===== config.mk =====
export PLATFORM = sky130hd
export DESIGN_NAME = icache_flat
export DESIGN_NICKNAME = d
export VERILOG_FILES = /design/src/rtl/icache_if.sv /design/src/rtl/icache.sv /design/src/flat_wrapper.sv
export SDC_FILE = /design/constraint.sdc
export NUM_CORES = 2
export LEC_CHECK = 0
export CAP_MARGIN = 20
export CORE_MARGIN = 5
export CORE_UTILIZATION = 50
export CTS_CLUSTER_SIZE = 16
export DETAILED_ROUTE_END_ITERATION = 12
export PLACE_DENSITY = 0.67
export SYNTH_ARGS = -nofsm -noshare
export SYNTH_HDL_FRONTEND = slang
export SYNTH_SLANG_ARGS = --single-unit

===== constraint.sdc =====
create_clock -name clk -period 7.25 [get_ports clk]
set_clock_uncertainty 0.2 [all_clocks]
set_input_delay 1.45 -clock clk [delete_from_list [all_inputs] [get_ports clk]]
set_output_delay 1.45 -clock clk [all_outputs]
set_load 0.05 [all_outputs]

===== src/rtl/icache_if.sv =====
// icache_if: fetcher-side and memory-controller-side signals of the instruction cache.
//   Fetcher side : in_if_req, in_if_addr -> cache; out_if_ready, out_if_valid, out_if_inst <- cache
//   Memory side  : out_mem_ena, out_mem_addr <- cache; in_mem_ok, in_mem_data -> cache
// Handshake: a request is taken on a clock edge where in_if_req and out_if_ready are both
// high (and ena is high, no rollback). out_if_valid is a one-cycle pulse per accepted request
// that produces data; there is no backpressure on the return path. On the memory side
// out_mem_ena is a one-cycle request, answered later by a one-cycle in_mem_ok pulse.
// modport master: the cache itself. modport slave: the fetcher/memory-controller environment.
interface icache_if;
    logic        in_if_req;
    logic [31:0] in_if_addr;
    logic        out_if_ready;
    logic        out_if_valid;
    logic [31:0] out_if_inst;
    logic        out_mem_ena;
    logic [31:0] out_mem_addr;
    logic        in_mem_ok;
    logic [31:0] in_mem_data;

    modport master (
        input  in_if_req, in_if_addr, in_mem_ok, in_mem_data,
        output out_if_ready, out_if_valid, out_if_inst, out_mem_ena, out_mem_addr
    );

    modport slave (
        output in_if_req, in_if_addr, in_mem_ok, in_mem_data,
        input  out_if_ready, out_if_valid, out_if_inst, out_mem_ena, out_mem_addr
    );
endinterface


===== src/rtl/icache.sv =====
// icache: direct-mapped, read-only instruction cache, one 32-bit word per line.
// Ports:
//   clk, rst        clock; synchronous active-high reset
//   ena             global enable, low holds state
//   in_rollback     misbranch flush, aborts any outstanding miss
//   bus             icache_if.master (fetcher request/return, memory fetch request/response)
//   dbg_state_o     current FSM state (IDLE=0, REQ=1, WAIT=2)
// Hits return data the cycle after acceptance; misses issue one fetch, fill the line and
// return the fetched word the cycle after in_mem_ok.
module icache #(
    parameter int INDEX_BITS = 6
) (
    input  logic        clk,
    input  logic        rst,
    input  logic        ena,
    input  logic        in_rollback,
    icache_if.master    bus,
    output logic [1:0]  dbg_state_o
);
    localparam int LINES    = 2 ** INDEX_BITS;
    localparam int TAG_BITS = 32 - INDEX_BITS - 2;

    localparam logic [1:0] S_IDLE = 2'd0;
    localparam logic [1:0] S_REQ  = 2'd1;
    localparam logic [1:0] S_WAIT = 2'd2;

    logic [1:0]            state_q, state_d;
    logic [LINES-1:0]      line_valid_q;
    logic [TAG_BITS-1:0]   line_tag_q  [LINES];
    logic [31:0]           line_data_q [LINES];
    logic [31:2]           req_addr_q;
    logic                  if_valid_q;
    logic [31:0]           if_inst_q;

    logic [INDEX_BITS-1:0] lk_idx;
    logic [TAG_BITS-1:0]   lk_tag;
    logic                  lk_hit;
    logic                  accept;
    logic [INDEX_BITS-1:0] fill_idx;
    logic [TAG_BITS-1:0]   fill_tag;
    logic                  fill_en;
    logic                  unused_addr_bits;

    // Byte offset within the word is irrelevant to a word-granular cache.
    assign unused_addr_bits = ^bus.in_if_addr[1:0];

    assign lk_idx = bus.in_if_addr[INDEX_BITS+1:2];
    assign lk_tag = bus.in_if_addr[31:INDEX_BITS+2];
    assign lk_hit = line_valid_q[lk_idx] && (line_tag_q[lk_idx] == lk_tag);
    assign accept = !in_rollback && ena && (state_q == S_IDLE) && bus.in_if_req;

    assign fill_idx = req_addr_q[INDEX_BITS+1:2];
    assign fill_tag = req_addr_q[31:INDEX_BITS+2];
    // A response coinciding with rollback still fills: the data is correct, only the
    // return to the fetcher is suppressed.
    assign fill_en  = (state_q == S_WAIT) && bus.in_mem_ok && (in_rollback || ena);

    always_comb begin
        state_d = state_q;
        if (in_rollback) begin
            state_d = S_IDLE;
        end else if (ena) begin
            case (state_q)
                S_IDLE:  if (bus.in_if_req && !lk_hit) state_d = S_REQ;
                S_REQ:   state_d = S_WAIT;
                S_WAIT:  if (bus.in_mem_ok) state_d = S_IDLE;
                default: state_d = S_IDLE;
            endcase
        end
    end

    always_ff @(posedge clk) begin
        if (rst) begin
            state_q      <= S_IDLE;
            line_valid_q <= '0;
            req_addr_q   <= '0;
            if_valid_q   <= 1'b0;
            if_inst_q    <= '0;
        end else begin
            state_q <= state_d;
            if (fill_en) begin
                line_valid_q[fill_idx] <= 1'b1;
            end
            if (in_rollback) begin
                if_valid_q <= 1'b0;
            end else if (ena) begin
                if_valid_q <= 1'b0;
                if (accept) begin
                    req_addr_q <= bus.in_if_addr[31:2];
                    if (lk_hit) begin
                        if_valid_q <= 1'b1;
                        if_inst_q  <= line_data_q[lk_idx];
                    end
                end else if (fill_en) begin
                    if_valid_q <= 1'b1;
                    if_inst_q  <= bus.in_mem_data;
                end
            end else begin
                // Holding with ena low must not stretch a return pulse.
                if_valid_q <= 1'b0;
            end
        end
    end

    // Tag and data storage carry no reset; the valid bits gate their use.
    always_ff @(posedge clk) begin
        if (!rst && fill_en) begin
            line_tag_q[fill_idx]  <= fill_tag;
            line_data_q[fill_idx] <= bus.in_mem_data;
        end
    end

    assign bus.out_if_ready = (state_q == S_IDLE);
    assign bus.out_mem_ena  = (state_q == S_REQ);
    assign bus.out_mem_addr = {req_addr_q, 2'b00};
    assign bus.out_if_valid = if_valid_q;
    assign bus.out_if_inst  = if_inst_q;
    assign dbg_state_o      = state_q;
endmodule


===== src/flat_wrapper.sv =====
// flat-port wrapper written by rule: the top's interface ports become plain ports
module icache_flat 
#(
    parameter int INDEX_BITS = 6
)
  (clk, rst, ena, in_rollback, dbg_state_o, bus_in_if_req, bus_in_if_addr, bus_in_mem_ok, bus_in_mem_data, bus_out_if_ready, bus_out_if_valid, bus_out_if_inst, bus_out_mem_ena, bus_out_mem_addr);
  icache_if bus_i ();
  input  logic clk;
  input  logic rst;
  input  logic ena;
  input  logic in_rollback;
  output logic [1:0] dbg_state_o;
  input wire logic [$bits(bus_i.in_if_req)-1:0] bus_in_if_req;
  input wire logic [$bits(bus_i.in_if_addr)-1:0] bus_in_if_addr;
  input wire logic [$bits(bus_i.in_mem_ok)-1:0] bus_in_mem_ok;
  input wire logic [$bits(bus_i.in_mem_data)-1:0] bus_in_mem_data;
  output wire logic [$bits(bus_i.out_if_ready)-1:0] bus_out_if_ready;
  output wire logic [$bits(bus_i.out_if_valid)-1:0] bus_out_if_valid;
  output wire logic [$bits(bus_i.out_if_inst)-1:0] bus_out_if_inst;
  output wire logic [$bits(bus_i.out_mem_ena)-1:0] bus_out_mem_ena;
  output wire logic [$bits(bus_i.out_mem_addr)-1:0] bus_out_mem_addr;
  assign bus_i.in_if_req = bus_in_if_req;
  assign bus_i.in_if_addr = bus_in_if_addr;
  assign bus_i.in_mem_ok = bus_in_mem_ok;
  assign bus_i.in_mem_data = bus_in_mem_data;
  assign bus_out_if_ready = bus_i.out_if_ready;
  assign bus_out_if_valid = bus_i.out_if_valid;
  assign bus_out_if_inst = bus_i.out_if_inst;
  assign bus_out_mem_ena = bus_i.out_mem_ena;
  assign bus_out_mem_addr = bus_i.out_mem_addr;
  icache #(.INDEX_BITS(INDEX_BITS)) u_core (.clk(clk), .rst(rst), .ena(ena), .in_rollback(in_rollback), .bus(bus_i), .dbg_state_o(dbg_state_o));
endmodule

Word-level counts from Yosys, hierarchy flattened
Memory sizes are Yosys's and may differ from the RTL's.
Index checks and enable logic that the tools add are counted.
{"block": "op_classes", "eq_ne": 6, "reduce_logical": 20, "muxes": 15, "order_cmp": 3, "bitwise": 3}
{"cell": "32-bit two-way mux", "count": 3}
{"cell": "64-bit bitwise OR", "count": 1}
{"cell": "24-bit == test", "count": 1}
{"cell": "6-bit by 7-bit < comparator with 1-bit output (second input constant)", "count": 2}
{"cell": "1-bit logical AND", "count": 9}
{"cell": "1-bit two-way mux", "count": 7}
{"cell": "1-bit binary-select mux with 6-bit select", "count": 1}
{"cell": "1-bit demux with 6-bit select", "count": 1}
{"cell": "6-bit by 1-bit >= comparator with 1-bit output (second input constant)", "count": 1}
{"cell": "2-bit one-hot mux with 3 select lines", "count": 1}
{"cell": "3-bit AND reduction", "count": 2}
{"cell": "2-bit two-way mux", "count": 2}
{"cell": "2-bit by 1-bit inequality test with 1-bit output (second input constant)", "count": 2}
{"cell": "4-bit AND reduction", "count": 1}
{"cell": "1-bit zero test", "count": 3}
{"cell": "3-bit OR reduction", "count": 1}
{"cell": "2-bit by 1-bit == test with 1-bit output (second input constant)", "count": 1}
{"cell": "2-bit == test (second input constant)", "count": 1}
{"cell": "2-bit zero test", "count": 1}
{"cell": "2-bit inequality test (second input constant)", "count": 1}
{"cell": "1-bit inverter", "count": 2}
{"cell": "2-bit nonzero test", "count": 1}
{"cell": "2-bit OR reduction", "count": 1}
{"cell": "1-bit logical OR", "count": 1}
{"block": "totals", "mem_bits_rw": 3584, "n_memories": 2, "wordCells": 54, "input_bits": 70, "ff_bits": 129}
{"name": "u_core.line_data_q", "words": 64, "width": 32, "rd": 1, "rd_ports_with_merged_regs": 0, "write_ports": 1, "line_no": "icache.sv:30", "source": "logic [31:0] line_data_q [LINES];"}
{"name": "u_core.line_tag_q", "words": 64, "width": 24, "rd": 1, "rd_ports_with_merged_regs": 0, "write_ports": 1, "line_no": "icache.sv:29", "source": "logic [TAG_BITS-1:0] line_tag_q [LINES];"}

Logic depth before layout (Yosys ltp)
{"block": "depth", "word_depth": 7, "ltp_mapped": 18}

Worst setup path after synthesis
No wires, ideal clock.
{"block": "synth_timing", "path_type": "input-to-reg", "start": "input rst", "end": "memory u_core.line_data_q[14][0], enable pin", "arrival_ps": 4983, "setup_slack_ps": 1597, "cell_stages": 6, "setup_ps": 470, "path_buffers": 2, "path_cell_list": "clkbuf_1 -> nor4_1 -> nor2b_1 -> nand3_1 -> clkbuf_1 -> nor2_1"}
{"block": "synth_between", "elab_chain_cells": 4}
{"item": "start: declaration", "line_no": "flat_wrapper.sv:9", "source": "input logic rst;"}
{"item": "1-bit zero test", "line_no": "icache.sv:107", "source": "if (!rst && fill_en) begin"}
{"item": "1-bit logical AND", "line_no": "icache.sv:107"}
{"item": "1-bit two-way mux", "line_no": "icache.sv:107"}
{"item": "1-bit two-way mux (implied by the code)", "line_no": "icache.sv:109", "source": "line_data_q[fill_idx] <= bus.in_mem_data;"}
{"item": "end: declaration", "line_no": "icache.sv:30"}
No other way between the ends.

Final worst setup path
{"block": "layout_timing", "start": "input bus_in_if_addr[3]", "end": "register u_core.if_inst_q[15], in the netlist u_core.bus.out_if_inst[15]"}
{"block": "layout_between", "elab_chain_cells": 5, "elab_cells_between_ends": 10, "cone_classes": "eq/ne: 2; mux: 4; reduce/logical: 2; memory: 2"}
{"item": "start: declaration", "line_no": "flat_wrapper.sv:14", "source": "input wire logic [$bits(bus_i.in_if_addr)-1:0] bus_in_if_addr;"}
{"item": "memory 64 x 24 bit or 1-bit binary-select mux with 6-bit select (tied branches)"}
{"item": "24-bit == test or 1-bit two-way mux (tied branches)", "line_no": "icache.sv:49", "source": "assign lk_hit = line_valid_q[lk_idx] && (line_tag_q[lk_idx] == lk_tag);"}
{"item": "1-bit logical AND", "line_no": "icache.sv:49"}
{"item": "2-bit by 1-bit inequality test with 1-bit output (no source line)"}
{"item": "4-bit AND reduction (no source line)"}
{"item": "end signal: assignment", "line_no": "icache.sv:92", "source": "if_inst_q <= line_data_q[lk_idx];"}
{"item": "end signal: assignment", "line_no": "icache.sv:96", "source": "if_inst_q <= bus.in_mem_data;"}
{"item": "end: declaration", "line_no": "icache.sv:33", "source": "logic [31:0] if_inst_q;"}
Several ways; a longest one is shown, not always the timed one. The select of a mux whose other input is x is not followed.
A chain may end at the register's enable or synchronous reset.

==> impl_metrics.csv <==
group,metric,value,unit
run_status,run_status,"finished, final reports clean",
global_routing,grt_max_degree,130,
sta,timing.final.crit_share,79.6,%
die,rows,196,
worst_setup_path,cp-end-kind,"register",
die,die_h,545,µm
worst_setup_path,cp-start-kind,"input port",
place,io_buffers,134,
worst_setup_path,crit_family,"simple AND/OR/NAND/NOR gates",
sta,achievable-frequency,173,MHz
sta,worstMarginPinSlew,1160,ps
worst_setup_path,cp_data_arrival_time,6350,ps
flow_run,cap_violations,0,
worst_setup_path,path_cells,"buf_8 > buf_4 > mux4_2 > mux4_2 > and2_1 > nor4_1 > o22ai_1 > nor4_1 > nand4_2 > buf_4 > nand2_1 > mux2_2",
layout,final_cell_mix,"edfxtp_1 (3584), mux4_2 (941), clkbuf_16 (378)",
worst_hold_path,hp-class,"reg -> reg",
layout,syn2layout_area_growth,14.1,%
worst_setup_path,r2r_end,"u_core.bus.out_if_inst[15]",
worst_setup_path,r2r_cells,11,
place,gp_congestion,0.831,
drt,final_antenna_net_count,0,
synth,yosys_warnings,0,
worst_setup_path,crit_type,"in -> reg",
drt,drt-total-wl,418,mm
die,coreArea,285000,µm²
sta,maxSlewHeadroom,22.4,%
clock_network,htreeDepth,5,
worst_setup_path,crit_path_max_fanout,67,
synth,syn_inst,6494,
sta,drv_slew,0,
worst_setup_path,crit_buf_inv,3,
worst_setup_path,critPathMaxStageDelay,780,ps
layout,layout-drive-gt1-share,27.6,%
drt,first_iter_violations,11372,
synth,syn_area,143000,µm²
clock_network,clk_latency,910,ps
die,start_util,50.2,%
synth,ys_ff_latch,3713,
drt,drc,0,
clock_network,clk_pin_slew,60,ps
drt,drt_first_pass_iters,6,
synth,yosysUniqueCellTypes,86,
sta,rsz0062_at_grt,"no",
place,hpwlAfterDp,218,mm
layout,fin_nets,7024,
synth,synth_edf_count,3584,
worst_setup_path,required,7830,ps
drt,vias,73780,
sta,setup_viol,0,
synth,synthArstFlopShare,0,%
clock_network,clock-sinks,3713,
synth,synth_area_leader_cell,"edfxtp_1",
pwr,peakVddDrop,0.305,mV
global_routing,grt_overflow,0,
worst_setup_path,crit_slowest_cell,"nor4_1",
clock_network,cts_tree,"yes",
pwr,p_leak,49.0,nW
clock_network,clockBufferDepth,4,
layout,layout_commonest_cell,"edfxtp_1",
place,dp.cells,10323,
synth,synth_top_area_share,75.3,%
worst_setup_path,crit_path_start,"bus_in_if_addr[3]",
clock_network,numCtsBuffers,374,
die,io_pins,139,
global_routing,grt_pass1_vias,71589,
layout,fillers,20485,
clock_network,post_cts_buffers,0,
synth,avgSynthCellArea,22.0,µm²
worst_setup_path,r2r_start,"u_core.line_tag_q[21][7]",
die,dieWidth,545,µm
synth,synth_ff_type,"edfxtp_1",
worst_setup_path,crit_end,"u_core.bus.out_if_inst[15]",
worst_setup_path,path_depth,12,
pwr,p_per_area,272,nW/µm²
clock_network,cts-resized-gates,0,
global_routing,grt_usage,27.9,%
sta,hold_viol,0,
global_routing,antenna_found_initial,17,
global_routing,grt_pass1_wl,573,mm
layout,fin_cells,11019,
drt,wire_per_inst,38.0,µm
sta,tns,0,ps
clock_network,holdBufCountCts,0,
synth,synth_area_leaders,"edfxtp_1 (75%), mux4_2 (15%), dfxtp_1 (1.8%)",
sta,finalCriticalPeriod,5770,ps
clock_network,clockRootBuffer,"clkbuf_16",
die,die_area,297000,µm²
worst_setup_path,r2r_setup_slack,2690,ps
synth,seq_area_frac_synth,77.1,%
drt,vias_per_cell,6.70,
## state kept, by name (all words and copies together) (netlist names)
| name | cells |
|---|---|
| u_core.line_data_q | 2048 |
| u_core.line_tag_q | 1536 |
| u_core.line_valid_q | 64 |
| u_core.bus.out_if_inst | 32 |
| u_core.req_addr_q | 30 |
| u_core.dbg_state_o | 2 |
| u_core.bus.out_if_valid | 1 |
## cells by family (layout without fill, tap and decap cells)
kind of cell	after synthesis	after routing	share of synthesized area, %
XOR/XNOR	12	12	0.0735
other	1	8	0.00262
AO/OA/AOI/OAI	475	475	2.33
multiplexers	1190	1190	16.8
buffers and inverters	471	1227	1.62
flip-flops	3713	3713	77.1
AND/OR/NAND/NOR	632	632	2.08
## through the flow
stage	utilization [%]	power [W]	setup WS [ps]	hold slack, ps	cell area (µm²)
2_1_floorplan	-	0.0251	1600	249	143000
3_3_place_gp	52.8	0.0258	641	258	151000
3_5_place_dp	52.9	0.0258	714	262	151000
4_1_cts	57.1	0.0445	1630	272	163000
5_1_grt	57.2	0.0455	1350	283	163000
6_report	57.2	0.0443	1480	273	163000
## area by class of cell
cell class,count,area [µm²],share of cell area (%)
Antenna cell,6,15.0,0.00921
Sequential cell,3713,110000,67.6
Clock inverter,197,1910,1.17
Multi-Input combinational cell,2311,30900,19.0
Timing Repair Buffer,450,4830,2.97
Clock buffer,476,10000,6.14
Inverter,104,403,0.247
Tap cell,3762,4710,2.89
## worst reg2reg max path, cell delays in order (launching register included)
cell and delay (ps):
edfxtp_1 350, mux2_2 270, mux4_2 470, o22ai_1 330
nor4_1 120, a211oi_1 550, o21ai_0 190, nor4_1 850
nand4_2 160, buf_4 280, nand2_1 300, mux2_2 370
## report_power, final
group / internal, W / switching [W]
logic: 0.000727 / 0.00116
clock network: 0.0109 / 0.00805
registers: 0.0234 / 0.0000197
## cell usage after synthesis, types with 13 or more instances
master / instances
nand3_1: 46
mux2i_1: 191
mux4_2: 941
buf_6: 28
nand2_1: 317
a21oi_1: 116
buf_2: 105
edfxtp_1: 3584
clkbuf_1: 147
nand4_1: 14
mux2_2: 44
nor2b_1: 31
mux4_1: 14
o21ai_0: 28
a221oi_1: 13
and3_1: 15
a22oi_1: 72
nor2_1: 100
buf_1: 48
o221ai_2: 20
dfxtp_1: 129
nand2b_1: 14
o22ai_1: 99
buf_4: 33
inv_1: 103
## per-layer routing
layer  track usage [%]  part of all wire (%)  routed length (µm)
met4              11.2                   4.8               20100
met5                 0                 0.016                  69
met1              39.0                    37              153000
met2              43.9                    47              198000
met3              5.51                    11               47900
## how the worst min path moves through the flow
stage,depth (start not counted),slack [ps],endpoint,from
global route,2,280,u_core.line_valid_q[51],u_core.line_valid_q[51]
detailed placement,2,260,u_core.line_valid_q[52],u_core.line_valid_q[52]
finish,2,270,u_core.line_valid_q[20],u_core.line_valid_q[20]
global placement,2,260,u_core.line_valid_q[40],u_core.line_valid_q[40]
floorplan,2,250,u_core.line_valid_q[10],u_core.line_valid_q[10]
CTS,2,270,u_core.line_valid_q[52],u_core.line_valid_q[52]
(Power assumes the default switching activity.)
